### src/rtl/sound_player.sv
// sound_player: turns game sound requests into square-wave note sequences on a buzzer pin.
// Ports: clk, rst (sync, active-high), sound_code/play_sound in; buzzer, amp_en, busy, cur_code out.
module sound_player #(
  parameter int CLK_FREQ = 100_000_000,
  parameter int NOTE_MS  = 100,
  parameter int GAP_MS   = 200
) (
  input  logic       clk,
  input  logic       rst,
  input  logic [2:0] sound_code,
  input  logic       play_sound,
  output logic       buzzer,
  output logic       amp_en,
  output logic       busy,
  output logic [2:0] cur_code
);

  localparam int NOTE_CYCLES = CLK_FREQ / 1000 * NOTE_MS;
  localparam int GAP_CYCLES  = CLK_FREQ / 1000 * GAP_MS;
  localparam int NW = $clog2(NOTE_CYCLES + 1);
  localparam int GW = $clog2(GAP_CYCLES + 1);
  // Wide enough for the lowest note at the default 100 MHz clock.
  localparam int HW = $clog2(100_000_000 / (2 * 523) + 1);

  // Terminal counts (half period minus one) per note.
  localparam logic [HW-1:0] HL_C5 = HW'(CLK_FREQ / (2 * 523) - 1);
  localparam logic [HW-1:0] HL_E5 = HW'(CLK_FREQ / (2 * 659) - 1);
  localparam logic [HW-1:0] HL_G5 = HW'(CLK_FREQ / (2 * 784) - 1);
  localparam logic [HW-1:0] HL_C6 = HW'(CLK_FREQ / (2 * 1047) - 1);

  localparam logic [NW-1:0] NOTE_LAST = NW'(NOTE_CYCLES - 1);
  localparam logic [GW-1:0] GAP_LAST  = GW'(GAP_CYCLES - 1);

  typedef enum logic [1:0] {
    IDLE = 2'd0,
    PLAY = 2'd1,
    HOLD = 2'd2
  } state_e;

  state_e        state_q, state_d;
  logic [2:0]    code_q, code_d;
  logic [1:0]    idx_q, idx_d;
  logic [NW-1:0] note_q, note_d;
  logic [HW-1:0] half_q, half_d;
  logic [GW-1:0] gap_q, gap_d;
  logic          buzz_q, buzz_d;

  logic [HW-1:0] half_lim;
  logic [1:0]    last_idx;
  logic          trig_ok;
  logic          start;

  // Note table: half-period limit and last note index of the active code.
  always_comb begin
    half_lim = HL_C6;
    last_idx = 2'd0;
    case (code_q)
      3'd2: begin
        last_idx = 2'd1;
        half_lim = (idx_q == 2'd0) ? HL_E5 : HL_G5;
      end
      3'd3: begin
        last_idx = 2'd3;
        case (idx_q)
          2'd0:    half_lim = HL_C5;
          2'd1:    half_lim = HL_E5;
          2'd2:    half_lim = HL_G5;
          default: half_lim = HL_C6;
        endcase
      end
      default: begin
        half_lim = HL_C6;
        last_idx = 2'd0;
      end
    endcase
  end

  // code_q is 0 in IDLE, so one compare covers both a fresh start and
  // strictly-higher-priority preemption (priority equals the code value).
  assign trig_ok = play_sound && (sound_code >= 3'd1) && (sound_code <= 3'd3);
  assign start   = trig_ok && (sound_code > code_q);

  always_comb begin
    state_d = state_q;
    code_d  = code_q;
    idx_d   = idx_q;
    note_d  = note_q;
    half_d  = half_q;
    gap_d   = gap_q;
    buzz_d  = buzz_q;
    unique case (state_q)
      IDLE: begin
        buzz_d = 1'b0;
      end
      PLAY: begin
        if (half_q == half_lim) begin
          half_d = '0;
          buzz_d = ~buzz_q;
        end else begin
          half_d = half_q + 1'b1;
        end
        if (note_q == NOTE_LAST) begin
          note_d = '0;
          half_d = '0;
          if (idx_q == last_idx) begin
            state_d = HOLD;
            buzz_d  = 1'b0;
            gap_d   = '0;
          end else begin
            idx_d  = idx_q + 1'b1;
            buzz_d = 1'b1;
          end
        end else begin
          note_d = note_q + 1'b1;
        end
      end
      HOLD: begin
        buzz_d = 1'b0;
        if (gap_q == GAP_LAST) begin
          state_d = IDLE;
          code_d  = 3'd0;
          gap_d   = '0;
        end else begin
          gap_d = gap_q + 1'b1;
        end
      end
      default: begin
        state_d = IDLE;
        code_d  = 3'd0;
        buzz_d  = 1'b0;
      end
    endcase
    // A new or preempting request overrides boundaries and gap expiry.
    if (start) begin
      state_d = PLAY;
      code_d  = sound_code;
      idx_d   = 2'd0;
      note_d  = '0;
      half_d  = '0;
      gap_d   = '0;
      buzz_d  = 1'b1;
    end
  end

  always_ff @(posedge clk) begin
    if (rst) begin
      state_q <= IDLE;
      code_q  <= 3'd0;
      idx_q   <= 2'd0;
      note_q  <= '0;
      half_q  <= '0;
      gap_q   <= '0;
      buzz_q  <= 1'b0;
    end else begin
      state_q <= state_d;
      code_q  <= code_d;
      idx_q   <= idx_d;
      note_q  <= note_d;
      half_q  <= half_d;
      gap_q   <= gap_d;
      buzz_q  <= buzz_d;
    end
  end

  assign buzzer   = buzz_q;
  assign amp_en   = (state_q == PLAY);
  assign busy     = (state_q != IDLE);
  assign cur_code = code_q;

endmodule

### config.mk
export PLATFORM = sky130hd
export DESIGN_NAME = sound_player
export DESIGN_NICKNAME = d
export VERILOG_FILES = /design/src/rtl/sound_player.sv
export SDC_FILE = /design/constraint.sdc
export NUM_CORES = 1
export LEC_CHECK = 0
export BUFFER_PORTS_ARGS = -buffer_cell sky130_fd_sc_hd__buf_2
export CAP_MARGIN = 20
export CELL_PAD_IN_SITES_DETAIL_PLACEMENT = 0
export CELL_PAD_IN_SITES_GLOBAL_PLACEMENT = 2
export CORE_MARGIN = 5
export CORE_UTILIZATION = 35
export DETAILED_ROUTE_END_ITERATION = 8
export PLACE_DENSITY = 0.81
export SLEW_MARGIN = 40
export SYNTH_ARGS = -nofsm -noshare
export SYNTH_HDL_FRONTEND = slang
export SYNTH_SLANG_ARGS = --single-unit
### constraint.sdc
create_clock -name clk -period 4.2 [get_ports clk]
set_clock_uncertainty 0.15 [all_clocks]
set_input_delay 0.63 -clock clk [delete_from_list [all_inputs] [get_ports clk]]
set_output_delay 0.63 -clock clk [all_outputs]
set_load 0.005 [all_outputs]
### After elaboration in Yosys (flattened, before gate mapping)

Index checks and enable logic that the tools add are counted.

* register bits after elaboration: 74
* latch bits: 0
* bits in writable memories: 0
* ROM bits: 0
* input port bits: 6
* output and inout port bits: 6
* word-level logic and storage cells: 75
* memories: 0

* $add $sub $neg: 4
* $mul: 0
* divide/modulo/power cells: 0
* magnitude comparators: 3
* eq/ne operators: 19
* shift-type cells: 0
* multiplexer cells: 24
* bitwise gates (word level): 3
* reduce and logical (&&, ||, !) cells: 14

Operators with widths (number)
* $mux W25: 3
* $mux W17: 3
* $pmux W17 S3: 1
* $pmux W25 S2: 1
* $pmux W17 S2: 1
* $add A25 B1 Y25 const B: 1
* $eq A25 B25 Y1 const B: 1
* $add A24 B1 Y24 const B: 1
* $eq A24 B24 Y1 const B: 1
* $mux W24: 1
* $add A17 B1 Y17 const B: 1
* $eq A17 B17 Y1: 1
* $reduce_and A4 Y1: 2
* $eq A3 B2 Y1 const B: 2
* $mux W1: 6
* $mux W2: 3
* $mux W3: 2
* $ne A2 B1 Y1 const B: 3
* $ne A3 B1 Y1 const B: 2
* $pmux W2 S3: 1
* $pmux W3 S2: 1
* $reduce_and A3 Y1: 2
* $eq A2 B1 Y1 const B: 2
* $eq A2 B2 Y1 const B: 2
* 15 further kinds: 23

### Depth between registers and ports, before layout

* depth after elaboration: 8
* mapped depth: 9
* depth with buffers taken out: 8

### Worst setup path after synthesis

No wires, ideal clock.

* path type: flip-flop to flip-flop
* from: register idx_q[0]
* to: register buzz_q (netlist: buzzer)
* library setup time: 120 ps
* data arrival time: 2054 ps
* required time: 3930 ps
* path slack: 1876 ps
* stages on the path, launching flop included: 10
* buffers on the path: 1
* clock period less this slack: 2324 ps
* path through: dfxtp_1 inv_1 ha_1 buf_2 a21oi_1 or4_1 a22oi_2 o2111ai_1 o21a_1 o31a_1

* word-level cells in the longest chain between the ends: 5
* elaborated cells between the ends (all ways): 13
* those cells by class: eq/ne: 5; mux: 7; reduce/logical: 1

Ends and longest elaborated chain
* from (decl): line 42 `logic [1:0] idx_q, idx_d;`
* from (signal assigned): line 157 `idx_q <= idx_d;`
* $eq A2 B2 Y1, or another cell as far along: line 64 `case (idx_q)`
* $pmux W17 S3, or another cell as far along: line 64
* $pmux W17 S2 or $mux W1 (tied branches): line 57, 102
* $eq A17 B17 Y1 or $mux W1 (tied branches): line 96, 91
* $ne A4 B1 Y1 (no source line) or $mux W1 (tied branches)
* to (signal assigned): line 161 `buzz_q <= buzz_d;`
* to (decl): line 46 `logic buzz_q, buzz_d;`

Parallel ways exist; a longest one is shown, timed or not.
A chain may end at the register's enable or synchronous reset.

### Final worst setup path

* from: register state_q[1]
* to: output amp_en

* word-level cells in the longest chain between the ends: 1

Ends and longest elaborated chain
* from (decl): line 40 `state_e state_q, state_d;`
* from (signal assigned): line 155 `state_q <= state_d;`
* $eq A2 B1 Y1: line 166 `assign amp_en = (state_q == PLAY);`
* to (decl): line 13 `output logic amp_en,`

Every way passes these cells.

==> metrics <==
outcome=complete, no violations; Synth Flop Type=dfxtp_1; kind of critical path=reg -> out; Post-synth ARST share=0; dpl cells=671; CP Data Arrival Time=2170 ps; Clock Tree Buf Depth=2; synth unique cells=65; antenna viol nets, final=0; final hold violation count=0; Root Buffer Master=clkbuf_16; CP endpoint kind=output port; Max-slew headroom=0.4762; Die X=120.1 um; total number of vias=3905; Final nets=552; Startpoint Class=flip-flop; reg2reg path depth=8; Port Buf Inserts=11; Area Growth Syn to Fin=10.82%; Clock Pin Slew Worst Setup and Hold Paths=60 ps; vias per inst=5.692; WL/cell=15.23 um; setup bufs post-CTS=0; Pint=1.195 mW; Hold Buf Count CTS=0; vias in the first global route=3556; Least-Margin Pin Slew=785.7 ps; Gate Count Post-Synth=534; Achievable Freq=0.3388 GHz; Pleak=1.589 nW; Setup TNS=0 ps; layout cells sized above 1=0.09091; Pre-antenna DRT Iters=4; RSZ-0062 raised after global routing=no; switching share of power=0.2198; Final setup viols=0; gr busiest metal=met2; fin crit period=2952 ps; Initial Util=0.3547; synthesized flop and latch total=74; clock sinks=74; Critical Path Max Stage Delay=630 ps; Total Wirelength=10450 um; Die H=120.1 um; Max H-tree Level=3; PostCTS Resize Cnt=0; Fillers=1222; Combinational Power Share=0.041; Core Box Area=11960 um2; Post-route DRC=0; crit path cell chain=nand2b_1 > inv_1 > buf_2; post-synth top area cell=dfxtp_1; met3 Track Usage GR=0.03205; GRT overflow=0; Psw=0.3365 mW; initial antenna violation count=0; Hold Crit Depth=2; Yosys top cell area share=0.3492; ranking of synthesized cells by area=dfxtp_1, nor2_1, a21oi_1; commonest cells in the netlist=dfxtp_1, nor2_1, a21oi_1; Min-Delay Path Class=reg -> reg; most frequent cell after synthesis=dfxtp_1; routability cong.=0.7945; GRT met2 Usage=0.2431; clock latency on the worst-skew pair=330 ps; row cnt=40; TritonCTS Buffers=9; Mean Syn Cell Area=7.945 um2; pwr/cell area=325.7 nW/um2; hpwl dp=7323 um; post-synthesis cell area=4243 um2; maximum vdd drop=0.0001828 V; Worst path slowest cell=nand2b_1; syn nets=551; Finished Layout Cells=686; fin crit share=0.7028; met1 usage=0.1944; Crit Path Max Fanout=21; Req. time, crit path=3420 ps; Post-synth EDFFs=0; final core utilization=0.3931; Tot GR Track Use=0.1477; first-pass GRT wire length=17500 um; sequential-to-total area share from yosys stat=0.3492; total of max-cap violations=0; ANT cells=0; DIE AREA=14420 um2; sequential power share=0.464; initial DRC count=152; Final Slew Violations=0; clock power share=0.495; maximum number of pins on one net before global-route repair=29; YS warnings=0; IO Count=12; CTS tree=yes
cells by family (layout without fill, tap and decap cells):
| kind of cell | Yosys count | in the layout | synth area share |
|---|---|---|---|
| flops | 74 | 74 | 0.3492 |
| mux | 4 | 4 | 0.009437 |
| buf+inv | 43 | 48 | 0.04659 |
| xor+xnor | 29 | 29 | 0.05987 |
| compound gates | 127 | 127 | 0.1837 |
| fa+ha+maj | 11 | 11 | 0.03244 |
| simple gates | 246 | 246 | 0.3188 |
power by group through the flow:
stage / clock [mW] / sequential, mW / combinational, mW
after floorplan: 0 / 0.724 / 0.0426
after global placement: 0 / 0.725 / 0.0611
after detailed placement: 0 / 0.726 / 0.0622
after CTS: 0.779 / 0.710 / 0.0622
after global routing: 0.804 / 0.711 / 0.0701
final: 0.759 / 0.710 / 0.0623
layer usage:
layer / wire length [um] / vias up
met5: 0 / -
met4: 133 / 0
met3: 261 / 14
met2: 4881 / 50
met1: 5171 / 1875
li1: - / 1966
state kept, by name (all words and copies together) (netlist names):
name,cells
note_q,24
buzzer,1
gap_q,25
half_q,17
idx_q,2
state_q,2
cur_code,3
cell usage in the layout, fill, tap and decap left out, types with 3 or more instances in the layout:
| cell type | instances |
|---|---|
| or3_1 | 14 |
| nor2_1 | 57 |
| nor4b_1 | 3 |
| ha_1 | 11 |
| buf_2 | 11 |
| and3_1 | 10 |
| nand2_1 | 32 |
| nor3_1 | 24 |
| or4_1 | 3 |
| mux2i_1 | 4 |
| nand3b_1 | 3 |
| dfxtp_1 | 74 |
| xnor2_1 | 8 |
| a21oi_1 | 39 |
| and4_1 | 7 |
| nand4_1 | 16 |
| nand2b_1 | 7 |
| nor4_1 | 5 |
| xor2_1 | 21 |
| buf_4 | 5 |
| o21a_1 | 4 |
| nand4b_1 | 6 |
| clkbuf_16 | 9 |
| nand3_1 | 36 |
| o31a_1 | 3 |
| o22ai_1 | 3 |
| or2_2 | 4 |
| o21ai_0 | 33 |
| and2_1 | 3 |
| a31oi_1 | 14 |
| a211oi_1 | 7 |
| inv_1 | 17 |
area by class of cell:
type                    count  area [um2]  area share
inverters                  17       63.81     0.01357
flip-flops and latches     74        1481      0.3151
well taps                 147       183.9     0.03912
multi-input cells         417        2594      0.5516
clock buffers              12       246.5     0.05242
clock inverters             3       40.04    0.008515
repair buffers             16       92.59     0.01969
worst max-delay path, delay by kind of cell, from the launching register on:
kind                   cells  cell delay (ps)
DFF                        1              350
buffers and inverters      2              850
and+or+nand+nor            1              630
worst paths after layout:
kind | startpoint | to | slack [ps]
worst max-delay path | state_q[1] | amp_en | 1250
worst min-delay path | note_q[1] | note_q[1] | 340
worst max register to register | idx_q[0] | half_q[12] | 1450
worst min register to register | note_q[1] | note_q[1] | 340
through the flow:
step	setup WS, ps	area (um2)	power [mW]	hold slack [ps]
floorplan	1876	4243	0.7661	303.3
global placement	1307	4393	0.7865	329.5
detailed placement	1227	4402	0.7877	334.3
CTS	1212	4688	1.551	342.8
global route	1035	4702	1.584	370.6
finish	1248	4702	1.531	342.8
(Power assumes the default switching activity.)
